===== config.mk =====
export PLATFORM = sky130hd
export DESIGN_NAME = mem_stage_ctrl
export DESIGN_NICKNAME = d
export VERILOG_FILES = /design/src/rtl/mem_stage_pkg.sv /design/src/rtl/mem_sram.sv /design/src/rtl/mem_stage_ctrl.sv
export SDC_FILE = /design/constraint.sdc
export NUM_CORES = 2
export LEC_CHECK = 0
export BUFFER_PORTS_ARGS = -buffer_cell sky130_fd_sc_hd__buf_2
export CAP_MARGIN = 30
export CELL_PAD_IN_SITES_DETAIL_PLACEMENT = 1
export CELL_PAD_IN_SITES_GLOBAL_PLACEMENT = 1
export CORE_MARGIN = 2
export CORE_UTILIZATION = 35
export CTS_BUF_LIST = sky130_fd_sc_hd__clkbuf_4 sky130_fd_sc_hd__clkbuf_8 sky130_fd_sc_hd__clkbuf_16
export DETAILED_ROUTE_END_ITERATION = 10
export PLACE_DENSITY = 0.61
export SYNTH_ARGS = -nofsm -noshare
export SYNTH_HDL_FRONTEND = slang
export SYNTH_MEMORY_MAX_BITS = 65536
export SYNTH_SLANG_ARGS = --single-unit

===== constraint.sdc =====
create_clock -name i_clk -period 2.41 [get_ports i_clk]
set_input_delay 0.1205 -clock i_clk [delete_from_list [all_inputs] [get_ports i_clk]]
set_output_delay 0.1205 -clock i_clk [all_outputs]
set_load 0.05 [all_outputs]

===== src/rtl/mem_stage_pkg.sv =====
// mem_stage_pkg: shared FSM states and sizing helper for the memory stage
package mem_stage_pkg;
  typedef enum logic [1:0] {ST_IDLE = 2'd0, ST_WAIT = 2'd1, ST_DONE = 2'd2} state_t;
  function automatic int lat_cw(input int rd_lat);
    return $clog2(rd_lat + 1);
  endfunction
endpackage


===== src/rtl/mem_sram.sv =====
// mem_sram: word RAM with one write port and a read port behind a holdable RD_LAT-deep register pipeline
module mem_sram #(
  parameter int DATA_W = 16,
  parameter int DEPTH  = 256,
  parameter int RD_LAT = 2
) (
  input  logic                       i_clk,
  input  logic                       i_we,
  input  logic                       i_hold,
  input  logic [$clog2(DEPTH)-1:0]   i_addr,
  input  logic [DATA_W-1:0]          i_wdata,
  output logic [DATA_W-1:0]          o_rdata
);
  logic [DATA_W-1:0] r_mem [DEPTH];
  logic [DATA_W-1:0] r_pipe [RD_LAT];
  // array write, deliberately without reset so contents survive it
  always_ff @(posedge i_clk)
    if (i_we) r_mem[i_addr] <= i_wdata;
  // read pipeline; frozen while a finished load waits for writeback
  always_ff @(posedge i_clk)
    if (!i_hold) begin
      r_pipe[0] <= r_mem[i_addr];
      for (int k = 1; k < RD_LAT; k++) r_pipe[k] <= r_pipe[k-1];
    end
  assign o_rdata = r_pipe[RD_LAT-1];
endmodule


===== src/rtl/mem_stage_ctrl.sv =====
// mem_stage_ctrl: single-op memory stage between execute and writeback with error flagging
module mem_stage_ctrl
  import mem_stage_pkg::*;
#(
  parameter int DATA_W = 16,
  parameter int ADDR_W = 16,
  parameter int DEPTH  = 256,
  parameter int RD_LAT = 2
) (
  input  logic              i_clk,
  input  logic              i_rst_n,
  input  logic              i_in_valid,
  output logic              o_in_ready,
  input  logic [ADDR_W-1:0] i_in_addr,
  input  logic [DATA_W-1:0] i_in_wdata,
  input  logic              i_in_rd,
  input  logic              i_in_wr,
  output logic              o_out_valid,
  input  logic              i_out_ready,
  output logic [DATA_W-1:0] o_out_rdata,
  output logic [ADDR_W-1:0] o_out_alu,
  output logic [DATA_W-1:0] o_out_wdata,
  output logic              o_out_err
);
  localparam int AW     = $clog2(DEPTH);
  localparam int LAT_CW = lat_cw(RD_LAT);
  state_t            r_st;
  logic [LAT_CW-1:0] r_cnt;
  logic [ADDR_W-1:0] r_alu;
  logic [DATA_W-1:0] r_wdata;
  logic              r_ld;
  logic              r_err;
  logic [ADDR_W-2:0] w_idx;
  logic [DATA_W-1:0] w_rdata;
  logic              w_done;
  logic              w_acc;
  logic              w_err;
  logic              w_ld;
  assign w_idx      = i_in_addr[ADDR_W-1:1];
  assign w_done     = r_st == ST_DONE;
  assign o_in_ready = r_st == ST_IDLE || (w_done && i_out_ready);
  assign w_acc      = i_in_valid && o_in_ready;
  // pass ops carry an arbitrary value, so only real memory ops are address-checked
  assign w_err      = (i_in_rd && i_in_wr) ||
                      ((i_in_rd || i_in_wr) && (i_in_addr[0] || {1'b0, w_idx} >= ADDR_W'(DEPTH)));
  assign w_ld       = i_in_rd && !w_err;
  mem_sram #(.DATA_W(DATA_W), .DEPTH(DEPTH), .RD_LAT(RD_LAT)) u_sram (
    .i_clk   (i_clk),
    .i_we    (w_acc && i_in_wr && !w_err),
    .i_hold  (w_done && !i_out_ready),
    .i_addr  (w_idx[AW-1:0]),
    .i_wdata (i_in_wdata),
    .o_rdata (w_rdata)
  );
  // op FSM: capture on accept, count down load latency, hold result until retired
  always_ff @(posedge i_clk or negedge i_rst_n)
    if (!i_rst_n) begin
      r_st    <= ST_IDLE;
      r_cnt   <= '0;
      r_alu   <= '0;
      r_wdata <= '0;
      r_ld    <= 1'b0;
      r_err   <= 1'b0;
    end else if (w_acc) begin
      r_alu   <= i_in_addr;
      r_wdata <= i_in_wdata;
      r_ld    <= w_ld;
      r_err   <= w_err;
      r_cnt   <= LAT_CW'(RD_LAT - 1);
      r_st    <= (w_ld && RD_LAT > 1) ? ST_WAIT : ST_DONE;
    end else if (r_st == ST_WAIT) begin
      r_cnt   <= r_cnt - 1'b1;
      r_st    <= r_cnt == LAT_CW'(1) ? ST_DONE : ST_WAIT;
    end else if (w_done && i_out_ready) begin
      r_st    <= ST_IDLE;
    end
  assign o_out_valid = w_done;
  assign o_out_rdata = (w_done && r_ld) ? w_rdata : '0;
  assign o_out_alu   = r_alu;
  assign o_out_wdata = r_wdata;
  assign o_out_err   = r_err;
endmodule

---- After elaboration in Yosys (flattened, before gate mapping) ----
Memory sizes are Yosys's and may differ from the RTL's.
Cells that the tools add are included.
cells by class
  reduce and logical (&&, ||, !) cells .... 18
  equal/unequal tests ..................... 3
  muxes and demuxes ....................... 11
  add/subtract/negate cells ............... 1
  magnitude comparators ................... 1
operator list
  operator             number
  $mux 16              1
  $ge 15x9->1 const B  1
  $mux 2               7
  $logic_and 1x1->1    9
  $eq 2x1->1 const B   2
  $logic_or 1x1->1     4
  $mux 1               3
  $reduce_bool 3->1    1
  $eq 2x2->1 const B   1
  $logic_not 1->1      2
  $logic_not 2->1      1
  $reduce_bool 2->1    1
  $sub 2x1->2 const B  1
word-level totals
  logic and storage cells ................. 42
  flip-flop bits (word level) ............. 38
  bits of input ports ..................... 38
  memories ................................ 2
  output and inout port bits .............. 51
  memory bits (writable) .................. 4,128
memory list
  memory         depth  width  rd ports  clocked after memory_dff  write ports  line            source
  u_sram.r_mem   256    16     1         0                         1            mem_sram.sv:14  logic [DATA_W-1:0] r_mem [DEPTH];
  u_sram.r_pipe  2      16     2         0                         2            mem_sram.sv:15  logic [DATA_W-1:0] r_pipe [RD_LAT];

---- Logic depth before layout (Yosys ltp) ----
  depth in word-level cells ............... 8
  mapped depth ............................ 9
  depth with buffers taken out ............ 5

---- By module ----
From an unflattened synthesis, not the netlist that was laid out.
second synthesis, totals
  cells, all modules ...................... 6,884
  area total of the unflattened synthesis .. 157,813.9 um^2
by module, submodules not included
  module          times used  seq. area each (um^2)  area each (um^2)  cells each
  mem_sram        1           123,958.9              156,166.0         6,760
  mem_stage_ctrl  1           950.9                  1,647.8           124

---- Worst setup path after synthesis ----
Ideal clock, no wire load.
  path kind ............................... in2reg
  from .................................... in i_in_addr[1]
  to ...................................... mem u_sram.r_mem[101][0], enable pin
  buffers on the path ..................... 5
  setup time .............................. 388 ps
  path slack .............................. -260 ps
  arrival ................................. 2,282 ps
  required time ........................... 2,022 ps
  stages on the path ...................... 8
  cells stage by stage .................... buf_2 > buf_6 > buf_2 > buf_1 > nor2b_1 > nand2_1 > clkbuf_1 > nor2_1
between the ends
  longest elaborated chain between the ends .. 8
ends and longest elaborated chain
  item                          line                  source
  start: declaration            mem_stage_ctrl.sv:14  input logic [ADDR_W-1:0] i_in_addr,
  $ge 15x9->1                   mem_stage_ctrl.sv:45  ((i_in_rd || i_in_wr) && (i_in_addr[0] || {1'b0, w_idx} >= ADDR_W'(DEPTH)));
  $logic_or 1x1->1              mem_stage_ctrl.sv:45
  $logic_and 1x1->1             mem_stage_ctrl.sv:45
  $logic_or 1x1->1              mem_stage_ctrl.sv:44  assign w_err = (i_in_rd && i_in_wr) ||
  $logic_not 1->1               mem_stage_ctrl.sv:49  .i_we (w_acc && i_in_wr && !w_err),
  $logic_and 1x1->1             mem_stage_ctrl.sv:49
  $mux 1                        mem_sram.sv:18        if (i_we) r_mem[i_addr] <= i_wdata;
  $mux 1 (implied by the code)  mem_sram.sv:18
  end: declaration              mem_sram.sv:14
Parallel ways exist; a longest one is shown, timed or not.

==> impl_metrics.yaml <==
die:
  die-area_mm2: 0.455
  ios: 89
  core_region_area_mm2: 0.448
  num_rows: 246
  die_h_um: 675
  initial_core_util_pct: 35.1
  die_w_um: 675
power_and_ir_drop:
  p_per_area_mw_per_mm2: 798
  peakVddDrop_v: 0.000638
  power_leakage_nw: 62.0
  power.total_mw: 156
route:
  routed_via_density: 5.54
  via_count: 80600
  routed_wl_um: 470000
  wl_met1_um: 192000
  met2WireLength_um: 230000
  drtIter0Drc: 9375
  route.met3.wl_um: 31900
  detail-route-antenna-nets: 0
  drt_first_pass_iters: 7
  top_layer: "met5"
  drc: 0
  wl_per_cell_um: 32.3
synth:
  synth_area_leaders: "edfxtp_1 79%, mux4_2 15%, a22oi_1 2.4%"
  ys.warnings.count: 0
  synth_top_area_cell: "edfxtp_1"
  synth_cell_types: 29
  syn_inst: 6904
  syn_area_mm2: 0.157
  yosysSeqAreaShare_pct: 79.3
  ys_seq_elements: 4166
  ys_async_sr_fraction_pct: 0.912
  synth_edf_count: 4128
  synth_nets: 6943
  synth-main-ff-cell: "edfxtp_1"
  synth_top_area_share_pct: 78.7
  avgSynthCellArea_um2: 22.8
clock_network:
  tritoncts: "built"
  h-tree-depth: 5
  worstSkewPairLatency_ps: 1000
  cts_buffer_depth: 4
  cts_buffers: 427
  root_buffer: "clkbuf_16"
  cts.sinks: 4166
  clkTransAtPathRegs_ps: 60
global_routing:
  grt_pass1_vias: 83800
  grt_pass1_wl_um: 655000
  overflow: 0
  antenna_found_initial: 18
  grt_max_degree: 123
  grt_usage_pct: 20.1
finish:
  multi_input_area_mm2: 0.0332
  final_common_cell: "edfxtp_1"
  fillCellCount: 41000
  fin_cells: 14600
  syn_to_final_growth_pct: 24.3
  final_layout_size_suffix_gt1_share_pct: 39.4
  final_cell_mix: "4128 x edfxtp_1, 1024 x mux4_2, 671 x buf_4"
  utilization_pct: 43.7
  finalNetCount: 8264
  area.sequential_mm2: 0.125
timing:
  layout_setup_ws_ps: -190
  clock_skew_ps: 56.8
  report.final.slew_viol_count: 0
  finalSetupViolCount: 139
  period_share_pct: 108
  fin_crit_ps: 2600
  rsz0062_at_grt: "yes"
  worstMarginPinSlew_ps: 951
  slew_headroom_pct: 36.3
  hold_viol_final: 0
  max_freq_ghz: 0.385
placement:
  port_buffers: 88
  hpwlAfterDp_um: 291000
  routabilityCongestion: 0.829
  placed_cells: 13600
setup_path:
  cp_max_fo: 1
  reg2reg_slack_ps: -190
  cp-end-kind: "flip-flop"
  reg2reg_to: "u_sram.r_pipe[0][7]$_DFFE_PN_"
  start_kind: "flip-flop"
  r2r_start: "u_sram.r_mem[122][7]$_DFFE_PP_"
  reg2reg_depth: 6
  critPathKind: "reg -> reg"
  cp.required_ps: 3140
  arrival_ps: 3330
worst_hold_path:
  min_to: "u_sram.r_mem[67][7]$_DFFE_PP_"
  hold_class: "in -> reg"
  hp-start: "i_in_wdata[7]"
  whs_path_depth: 2
run_status:
  status: "finished, violations left"
  violations: "negative setup slack"
job:
  maxCapViolCount: 0
## synthesized netlist by cell type, types with 6 or more instances
cell      number
o41ai_1       64
nand2_1      126
a21oi_1      260
buf_4         21
inv_1          7
a22oi_1      512
nor4_1         6
clkbuf_1     260
and3_1        16
edfxtp_1    4128
nand4_1       16
buf_1         40
nor2b_1        6
dfrtp_1       38
mux4_2      1024
buf_2         79
nor2_1       263
buf_6         18
## final cells by class
type | instances | share of cell area, %
inverter | 7 | 0.0134
multi-input combinational | 2313 | 17.0
tap | 5952 | 3.80
sequential | 4166 | 63.8
antenna | 14 | 0.0179
clock buffer | 516 | 5.83
clock inverter | 272 | 1.42
timing repair buffer | 1310 | 8.16
## power breakdown
| part | internal, mW | leakage [nW] | switching, mW |
|---|---|---|---|
| clock network | 38.8 | 7.08 | 28.5 |
| logic | 3.36 | 17.3 | 5.56 |
| registers | 79.8 | 37.6 | 0.158 |
## routing by layer
layer / track usage [%] / vias up
li1: - / 32400
met1: 27.8 / 44300
met2: 32.9 / 3273
met3: 2.86 / 662
met4: 6.45 / 4
met5: 0 / -
## critical path, stage by stage (launching register included)
cell	delay, ps
edfxtp_1	380
mux4_2	520
a22oi_2	260
a21oi_2	180
o41ai_4	650
buf_4	270
nand4_1	100
## how the worst max path moves through the flow
stage                              startpoint                        endpoint  slack, ps  depth (start not counted)
2_1_floorplan                    i_in_addr[2]  u_sram.r_mem[166][0]$_DFFE_PP_       -260                          8
3_3_place_gp                     i_in_addr[1]   u_sram.r_pipe[0][9]$_DFFE_PN_      -1940                         10
3_5_place_dp                     i_in_addr[1]   u_sram.r_pipe[0][1]$_DFFE_PN_      -1360                          9
4_1_cts         u_sram.r_mem[63][2]$_DFFE_PP_   u_sram.r_pipe[0][2]$_DFFE_PN_       -180                          6
5_1_grt        u_sram.r_mem[120][7]$_DFFE_PP_   u_sram.r_pipe[0][7]$_DFFE_PN_       -170                          6
6_report       u_sram.r_mem[122][7]$_DFFE_PP_   u_sram.r_pipe[0][7]$_DFFE_PN_       -190                          6
## stage by stage
stage,cell area (µm²),hold WS (ps),setup TNS (ps),setup slack (ps)
2_1_floorplan,158000,-175,-680140,-256
3_3_place_gp,177000,262,-319950,-1940
3_5_place_dp,177000,279,-364190,-1360
4_1_cts,193000,16.8,-2060,-177
5_1_grt,196000,53.8,-42930,-170
6_report,196000,114,-3700,-190
## flip-flops by register name, summed over array words and instances, names as in the netlist
name and flops:
o_out_alu 16, o_out_err 1, o_out_wdata 16, r_cnt 2, r_ld 1, r_st 2, u_sram.r_mem 4096, u_sram.r_pipe 32
## what timing repair did
action                                  in CTS  in global routing
hold buffers                                67                  0
cloned                                       1                 45
hold endpoints to repair                  3913                  0
endpoints found under the setup margin     313               3074
resized for setup                          252                289
pin swaps                                   59                 63
buffers inserted                             4                  6
## kinds of logic (layout without fill, tap and decap cells)
group,after synthesis,after routing,share of synthesized area [%]
flops,4166,4166,79.3
mux,1026,1026,14.7
compound gates,841,841,3.64
simple gates,444,444,1.14
buf+inv,425,2105,1.21
fa+ha+maj,1,1,0.00795
xor+xnor,1,1,0.00556
other cells,0,14,0
Note: power is estimated with default switching activity, not from simulation.
